### src/rtl/seq_csa_sub.sv
// Multi-cycle carry-select subtractor (a - b), one SLICE-bit slice per cycle, LSB first.
// Define SEQ_CSA_SUB_OVF_EN to build the signed-overflow flag; otherwise o_ovf is tied low.

module seq_csa_sub_slice #(
    parameter int W = 4
) (
    input  logic [W-1:0] a,
    input  logic [W-1:0] nb,
    input  logic         cin,
    output logic [W:0]   sum
);
    assign sum = {1'b0, a} + {1'b0, nb} + {{W{1'b0}}, cin};
endmodule

module seq_csa_sub #(
    parameter int WIDTH = 37,
    parameter int SLICE = 4
) (
    input  logic             clk,
    input  logic             rst,
    input  logic             i_valid,
    output logic             o_ready,
    input  logic [WIDTH-1:0] i_a,
    input  logic [WIDTH-1:0] i_b,
    output logic             o_valid,
    input  logic             i_ready,
    output logic [WIDTH-1:0] o_diff,
    output logic             o_borrow,
    output logic             o_ovf
);
    localparam int NSLICE = (WIDTH + SLICE - 1) / SLICE;
    localparam int REM    = WIDTH - SLICE * (NSLICE - 1);
    localparam int PW     = NSLICE * SLICE;
    localparam int CW     = (NSLICE > 1) ? $clog2(NSLICE) : 1;
    localparam logic [CW-1:0] LAST = CW'(NSLICE - 1);

    typedef enum logic [1:0] {IDLE, RUN, DONE} state_t;

    state_t            state;
    logic [WIDTH-1:0]  a_r;
    logic [WIDTH-1:0]  nb_r;
    logic              carry;
    logic [CW-1:0]     cnt;

    // Operands zero-padded to whole slices so the last slice needs no special muxing.
    logic [NSLICE-1:0][SLICE-1:0] a_arr;
    logic [NSLICE-1:0][SLICE-1:0] nb_arr;
    logic [SLICE-1:0]  a_sl;
    logic [SLICE-1:0]  nb_sl;
    logic [SLICE:0]    sum0;
    logic [SLICE:0]    sum1;
    logic [SLICE:0]    sum_sel;
    logic              last;
    logic              cout;

    assign a_arr  = PW'(a_r);
    assign nb_arr = PW'(nb_r);
    assign a_sl   = a_arr[cnt];
    assign nb_sl  = nb_arr[cnt];

    seq_csa_sub_slice #(.W(SLICE)) u_add0 (.a(a_sl), .nb(nb_sl), .cin(1'b0), .sum(sum0));
    seq_csa_sub_slice #(.W(SLICE)) u_add1 (.a(a_sl), .nb(nb_sl), .cin(1'b1), .sum(sum1));

    assign sum_sel = carry ? sum1 : sum0;
    assign last    = (cnt == LAST);
    // Padding bits are zero, so the true carry of a short last slice lands at bit REM.
    assign cout    = last ? sum_sel[REM] : sum_sel[SLICE];

    always_ff @(posedge clk) begin
        if (rst) begin
            state    <= IDLE;
            o_ready  <= 1'b1;
            o_valid  <= 1'b0;
            o_diff   <= '0;
            o_borrow <= 1'b0;
            cnt      <= '0;
            carry    <= 1'b0;
            a_r      <= '0;
            nb_r     <= '0;
`ifdef SEQ_CSA_SUB_OVF_EN
            o_ovf    <= 1'b0;
`endif
        end else begin
            case (state)
                IDLE: begin
                    if (i_valid && o_ready) begin
                        a_r      <= i_a;
                        nb_r     <= ~i_b;
                        carry    <= 1'b1;
                        cnt      <= '0;
                        o_diff   <= '0;
                        o_borrow <= 1'b0;
                        o_ready  <= 1'b0;
                        state    <= RUN;
`ifdef SEQ_CSA_SUB_OVF_EN
                        o_ovf    <= 1'b0;
`endif
                    end
                end
                RUN: begin
                    for (int i = 0; i < WIDTH; i++) begin
                        if (cnt == CW'(i / SLICE))
                            o_diff[i] <= sum_sel[i % SLICE];
                    end
                    carry <= cout;
                    cnt   <= cnt + 1'b1;
                    if (last) begin
                        o_borrow <= ~cout;
                        o_valid  <= 1'b1;
                        state    <= DONE;
`ifdef SEQ_CSA_SUB_OVF_EN
                        // Signs of a and b differ exactly when a and ~b share a sign.
                        o_ovf    <= (a_r[WIDTH-1] == nb_r[WIDTH-1]) &&
                                    (sum_sel[REM-1] != a_r[WIDTH-1]);
`endif
                    end
                end
                DONE: begin
                    if (i_ready) begin
                        o_valid <= 1'b0;
                        o_ready <= 1'b1;
                        state   <= IDLE;
                    end
                end
                default: state <= IDLE;
            endcase
        end
    end

`ifndef SEQ_CSA_SUB_OVF_EN
    assign o_ovf = 1'b0;
`endif

endmodule

### config.mk
export PLATFORM = sky130hd
export DESIGN_NAME = seq_csa_sub
export DESIGN_NICKNAME = d
export VERILOG_FILES = /design/src/rtl/seq_csa_sub.sv
export SDC_FILE = /design/constraint.sdc
export NUM_CORES = 1
export LEC_CHECK = 0
export ABC_AREA = 0
export CAP_MARGIN = 10
export CORE_AREA = 5 5 114 116
export DETAILED_ROUTE_END_ITERATION = 16
export DIE_AREA = 0 0 119 121
export HOLD_SLACK_MARGIN = 0.1
export PLACE_DENSITY = 0.73
export SLEW_MARGIN = 20
export SYNTH_ARGS = -nofsm -noshare
export SYNTH_HDL_FRONTEND = slang
export SYNTH_SLANG_ARGS = --single-unit
### constraint.sdc
create_clock -name clk -period 3.3 [get_ports clk]
set_clock_uncertainty 0.15 [all_clocks]
set_input_delay 0.495 -clock clk [delete_from_list [all_inputs] [get_ports clk]]
set_output_delay 0.495 -clock clk [all_outputs]
set_load 0.03 [all_outputs]
-- After elaboration in Yosys (flattened, before gate mapping)
Cells that the tools add are included.
- output and inout port bits: 41
- logic and storage cells: 129
- flip-flop bits (word level): 121
- reductions and logical operators: 21
- mux-type cells: 61
- bitwise operators: 2
- equal/unequal tests: 23
- order comparisons: 1
- add/subtract/negate cells: 3
- operator list (kind ; count):
    37-bit one-hot mux with 2 select lines ; 1
    1-bit two-way mux ; 44
    3-bit AND reduction ; 13
    37-bit two-way mux ; 1
    37-bit NOT ; 1
    4-bit binary-select mux with 4-bit select ; 2
    2-bit != test (second input constant) ; 12
    4-bit by 3-bit equality test with 1-bit output (second input constant) ; 4
    4-bit two-way mux ; 3
    4-bit by 2-bit equality test with 1-bit output (second input constant) ; 2
    4-bit equality test (second input constant) ; 2
    1-bit one-hot mux with 2 select lines ; 4
    4-bit one-hot mux with 2 select lines ; 1
    2-bit two-way mux ; 3
    2-bit one-hot mux with 3 select lines ; 1
    2-bit nonzero test ; 3
    4-bit by 4-bit adder with 5-bit output ; 1
    5-bit by 1-bit adder with 5-bit output (second input constant) ; 1
    4-bit by 5-bit less-than comparator with 1-bit output (second input constant) ; 1
    5-bit two-way mux ; 1
    4-bit by 1-bit adder with 4-bit output (second input constant) ; 1
    4-bit by 1-bit equality test with 1-bit output (second input constant) ; 1
    4-bit zero test ; 1
    2-bit AND reduction ; 2
    other kinds (5) ; 5

-- Depth between registers and ports, before layout
- word-level depth: 9
- depth in mapped cells: 15
- depth with buffers taken out: 13

-- Cells and area by module
From an unflattened synthesis, not the netlist that was laid out.
- cells, all modules: 595
- area total of the unflattened synthesis: 5435.2 um^2
- modules (own cells, without submodules) (module ; instances ; area an instance (um^2) ; cells each):
    seq_csa_sub ; 1 ; 5147.4 ; 563
    seq_csa_sub_slice ; 2 ; 143.9 ; 16

-- Worst setup path after synthesis
No wires, ideal clock.
- path kind: reg-to-reg
- from: register cnt[0]
- to: register o_diff[33]
- slack: -0.110 ns
- stages on the path, launching flop included: 15
- arrival: 3.132 ns
- setup time: 0.128 ns
- period minus slack after synthesis: 3.410 ns
- path buffers: 1
- data required time: 3.022 ns
- path through: dfxtp_1 buf_2 mux4_2 mux2i_1 o22ai_1 ha_1 inv_1 fa_1 inv_1 ha_1 and2_1 o21ai_1 nor2_1 a21oi_1 nor2_1
- word-level cells in the longest chain between the ends: 7
- elaborated cells on any way between the ends: 12
- those cells by class: 2 x add/sub; 2 x eq/ne; 7 x mux; 1 x reduce/logical
- ends and longest elaborated chain (what ; RTL line ; RTL):
    from (decl) ; 43 ; logic [CW-1:0] cnt;
    from (signal assigned) ; 106 ; cnt <= cnt + 1'b1;
    4-bit binary-select mux with 4-bit select (on tied branches) ; 58, 59 ;
    4-bit two-way mux (on tied branches) ; 58, 59 ;
    4-bit by 4-bit adder with 5-bit output ; 12 ; assign sum = {1'b0, a} + {1'b0, nb} + {{W{1'b0}}, cin};
    5-bit by 1-bit adder with 5-bit output ; 12 ;
    5-bit two-way mux ; 64 ; assign sum_sel = carry ? sum1 : sum0;
    1-bit two-way mux ; 102 ; if (cnt == CW'(i / SLICE))
    37-bit one-hot mux with 2 select lines ; 84 ; case (state)
    to (signal, indexed assignment) ; 103 ; o_diff[i] <= sum_sel[i % SLICE];
    to (decl) ; 27 ; output logic [WIDTH-1:0] o_diff,
Several ways; a longest one is shown, not always the timed one. The select of a mux whose other input is x is not followed.
A chain may end at the register's enable or synchronous reset.

-- Worst setup path in the final report
- from: register cnt[0]
- to: register carry
- word-level cells in the longest chain between the ends: 7
- elaborated cells on any way between the ends: 10
- those cells by class: 2 x add/sub; 1 x eq/ne; 7 x mux
- ends and longest elaborated chain (what ; RTL line ; RTL):
    4-bit binary-select mux with 4-bit select (on tied branches) ; 58, 59 ;
    4-bit two-way mux (on tied branches) ; 58, 59 ;
    4-bit by 4-bit adder with 5-bit output ; 12 ;
    5-bit by 1-bit adder with 5-bit output ; 12 ;
    5-bit two-way mux ; 64 ;
    1-bit two-way mux (*) ; 67 ; assign cout = last ? sum_sel[REM] : sum_sel[SLICE];
    1-bit one-hot mux with 2 select lines (*) ; 84 ;
    to (signal assigned) ; 105 ; carry <= cout;
    to (decl) ; 42 ; logic carry;
Every way passes the cells marked *; elsewhere a longest branch is shown, timed or not. The select of a mux whose other input is x is not followed.

==> results.toml <==
[global_routing]
grt_first_pass_wirelength_mm = 22.27
grt_antenna_before_repair = 0
grt_pass1_vias = 4512
grt-ovfl-total = 0
grt_max_degree = 105
grt_use_total_pct = 19.07

[clock_network]
root_buffer = "clkbuf_16"
cts_hold_buf = 0
cts_max_path_buffers = 2
cts.sinks = 121
clk_pin_slew_ns = 0.06
cts_tree = "yes"
worstSkewPairLatency_ns = 0.41
cts-buffers-inserted = 17
htree_num_levels = 4

[timing]
whs_ns = 0.3023
tns_ns = -0.04442
drv_slew = 0
maxSlewHeadroom_pct = 40.99
fmax_mhz = 299.0
tightest_slew_ns = 0.8851
period_share_pct = 101.3
setup_ws_ns = -0.04442
setup_viol = 1
rsz0062_at_grt = "true"
hold_violations = 0
period_needed_ns = 3.344

[detailed_routing]
wl_per_cell_um = 15.84
antenna_left = 0
wirelength_mm = 13.91
post_drt_via_cell_ratio = 5.344
dr.pass1.iters = 5
vias = 4692
drt_iter0_drc = 360
drc = 0

[synthesis]
syn_area_um2 = 5304
synth_nets = 685
syn_inst = 597
syn_area_per_cell_um2 = 8.884
yosysWarnings = 0
synthArstFlopShare_pct = 0
ys_ff_latch = 121
ys.flop_type = "dfxtp_1"
synth_enable_flop_cells = 0
ys_types = 49
seq_area_frac_synth_pct = 45.67

[die]
die-area_um2 = 14400
core_um2 = 11810
chipWidth_um = 119
io_pins = 119
die_h_um = 121
row_count = 40
initial_core_util_pct = 44.90

[worst_setup_path]
worstPathArrival_ns = 3.55
crit_path_end_kind = "flip-flop"
start_kind = "flip-flop"
crit_path_cell_trace = "buf_6 -> buf_6 -> mux4_2 -> nand2_1 -> o31a_1 -> o21a_1 -> fa_1 -> inv_2 -> ha_4 -> nand2_4 -> or4_4 -> a21oi_2 -> o211a_1"
path_buf_inv = 3
cp_slowest_cell = "or4_4"
cpPeakStageDelay_ns = 0.56
crit_fanout = 6
cp_common_cell = "buf_6"
path_class = "reg -> reg"
cp_data_required_time_ns = 3.50
cp_top_family = "simple AND/OR/NAND/NOR gates"

[finish]
regArea_um2 = 2426
syn2layout_area_growth_pct = 37.89
multi_input_area_um2 = 2683
nFillCells = 951
antenna_cells = 0
fin_area_um2 = 7313
final_nets = 807
drive_gt1_share_pct = 13.82

[place]
dp_slack_ns = -0.06448
gp_congestion = 0.8361
dp_hpwl_mm = 9.583
placed_area_um2 = 6566
port_buffers = 117

[hold_path]
min_path_type = "reg -> reg"

[pwr]
ir_drop_mv = 0.3600
powerDensity_nw_per_um2 = 555.0
p_leak_nw = 2.652
total_power_mw = 4.059

[status]
outcome = "finished with violations"
failed_checks = "setup timing"

[job]
cap_violations = 0
-- sequential cells by signal (all words and copies together) (netlist names) --
name / cells
nb_r: 37
a_r: 37
state: 2
carry: 1
o_diff: 37
o_borrow: 1
o_valid: 1
o_ready: 1
cnt: 4
-- synth_stat cells (8+ instances only) --
master,n,area share (%)
nand3b_1,10,1.4
dfxtp_1,121,46
nor3_1,10,0.94
mux4_2,15,6.4
a211oi_1,37,5.2
buf_6,9,1.9
mux2i_1,11,2.1
ha_1,9,2.1
a21oi_1,87,8.2
buf_4,8,1.1
nand2_1,100,7.1
clkbuf_1,15,1.1
nor2_1,93,6.6
buf_2,10,0.94
-- per-layer routing --
| metal | wire length (um) | vias up | GRT usage [%] |
|---|---|---|---|
| met2 | 6874 | 147 | 31.37 |
| met3 | 758 | 17 | 5.641 |
| met1 | 6098 | 2203 | 24.14 |
| li1 | - | 2325 | - |
| met4 | 176 | 0 | 5.938 |
| met5 | 0 | - | 0 |
-- logic make-up (layout without fill, tap and decap cells) --
family	count (synthesis)	after routing	share of synthesized area [%]
xor+xnor	4	5	1.085
buf+inv	48	181	5.685
flops	121	121	45.67
mux	26	26	8.445
compound gates	153	153	17.36
fa+ha+maj	10	10	2.501
other cells	1	1	0.07070
simple gates	234	234	19.18
-- power breakdown --
group	internal (mW)	switching, mW	total [mW]
registers	1.55	0.0582	1.61
clock network	1.12	0.660	1.78
logic	0.315	0.351	0.665
total	2.99	1.07	4.06
-- per-stage QoR --
step	cells	utilization [%]
5_1_grt	878	61.92
3_5_place_dp	838	55.59
4_1_cts	870	60.59
6_report	878	61.92
3_3_place_gp	838	55.59
2_1_floorplan	597	-
-- worst reg2reg max path: cells and delay by family (launching register included) --
family	cells	cell delay [ns]
muxes	1	0.48
AOI/OAI and AO/OA	4	0.63
buffers and inverters	3	0.34
adders and majority gates	2	0.59
DFF	1	0.41
and+or+nand+nor	3	0.70
-- layout make-up --
class / count / share of cell area, %
Clock buffer: 19 / 6.056
Clock inverter: 12 / 1.745
Inverter: 5 / 0.2566
Multi-Input combinational cell: 429 / 36.68
Sequential cell: 121 / 33.17
Tap cell: 147 / 2.515
Timing Repair Buffer: 145 / 19.57
-- path summary, 6_finish.rpt --
path,from,end,slack [ns],depth (start not counted)
worst max-delay path,cnt[0],carry,-0.04,13
worst min-delay path,a_r[6],a_r[6],0.30,2
worst max register to register,cnt[0],carry,-0.04,13
worst min register to register,a_r[6],a_r[6],0.30,2
-- what timing repair did --
action	in CTS	in global routing
endpoints found under the setup margin	8	29
setup buffers	1	6
gates cloned	0	2
resized for setup	5	21
pin swaps	0	16
-- placed cells by master, fill, tap and decap left out, types with 3 or more instances in the layout --
cell	n
inv_2	3
dfxtp_1	120
clkinvlp_4	4
a21oi_2	7
nand2_1	99
mux2i_1	11
ha_1	6
nor3_1	10
buf_12	3
nor2_1	91
o21ai_0	6
buf_4	22
o21a_1	3
clkdlybuf4s50_1	116
a21oi_1	85
nand3b_1	10
a211oi_1	37
nor2b_1	3
mux4_2	15
buf_6	4
clkbuf_16	17
nand3_1	5
clkinv_2	4
No activity file was read; power rests on OpenSTA's default activity.
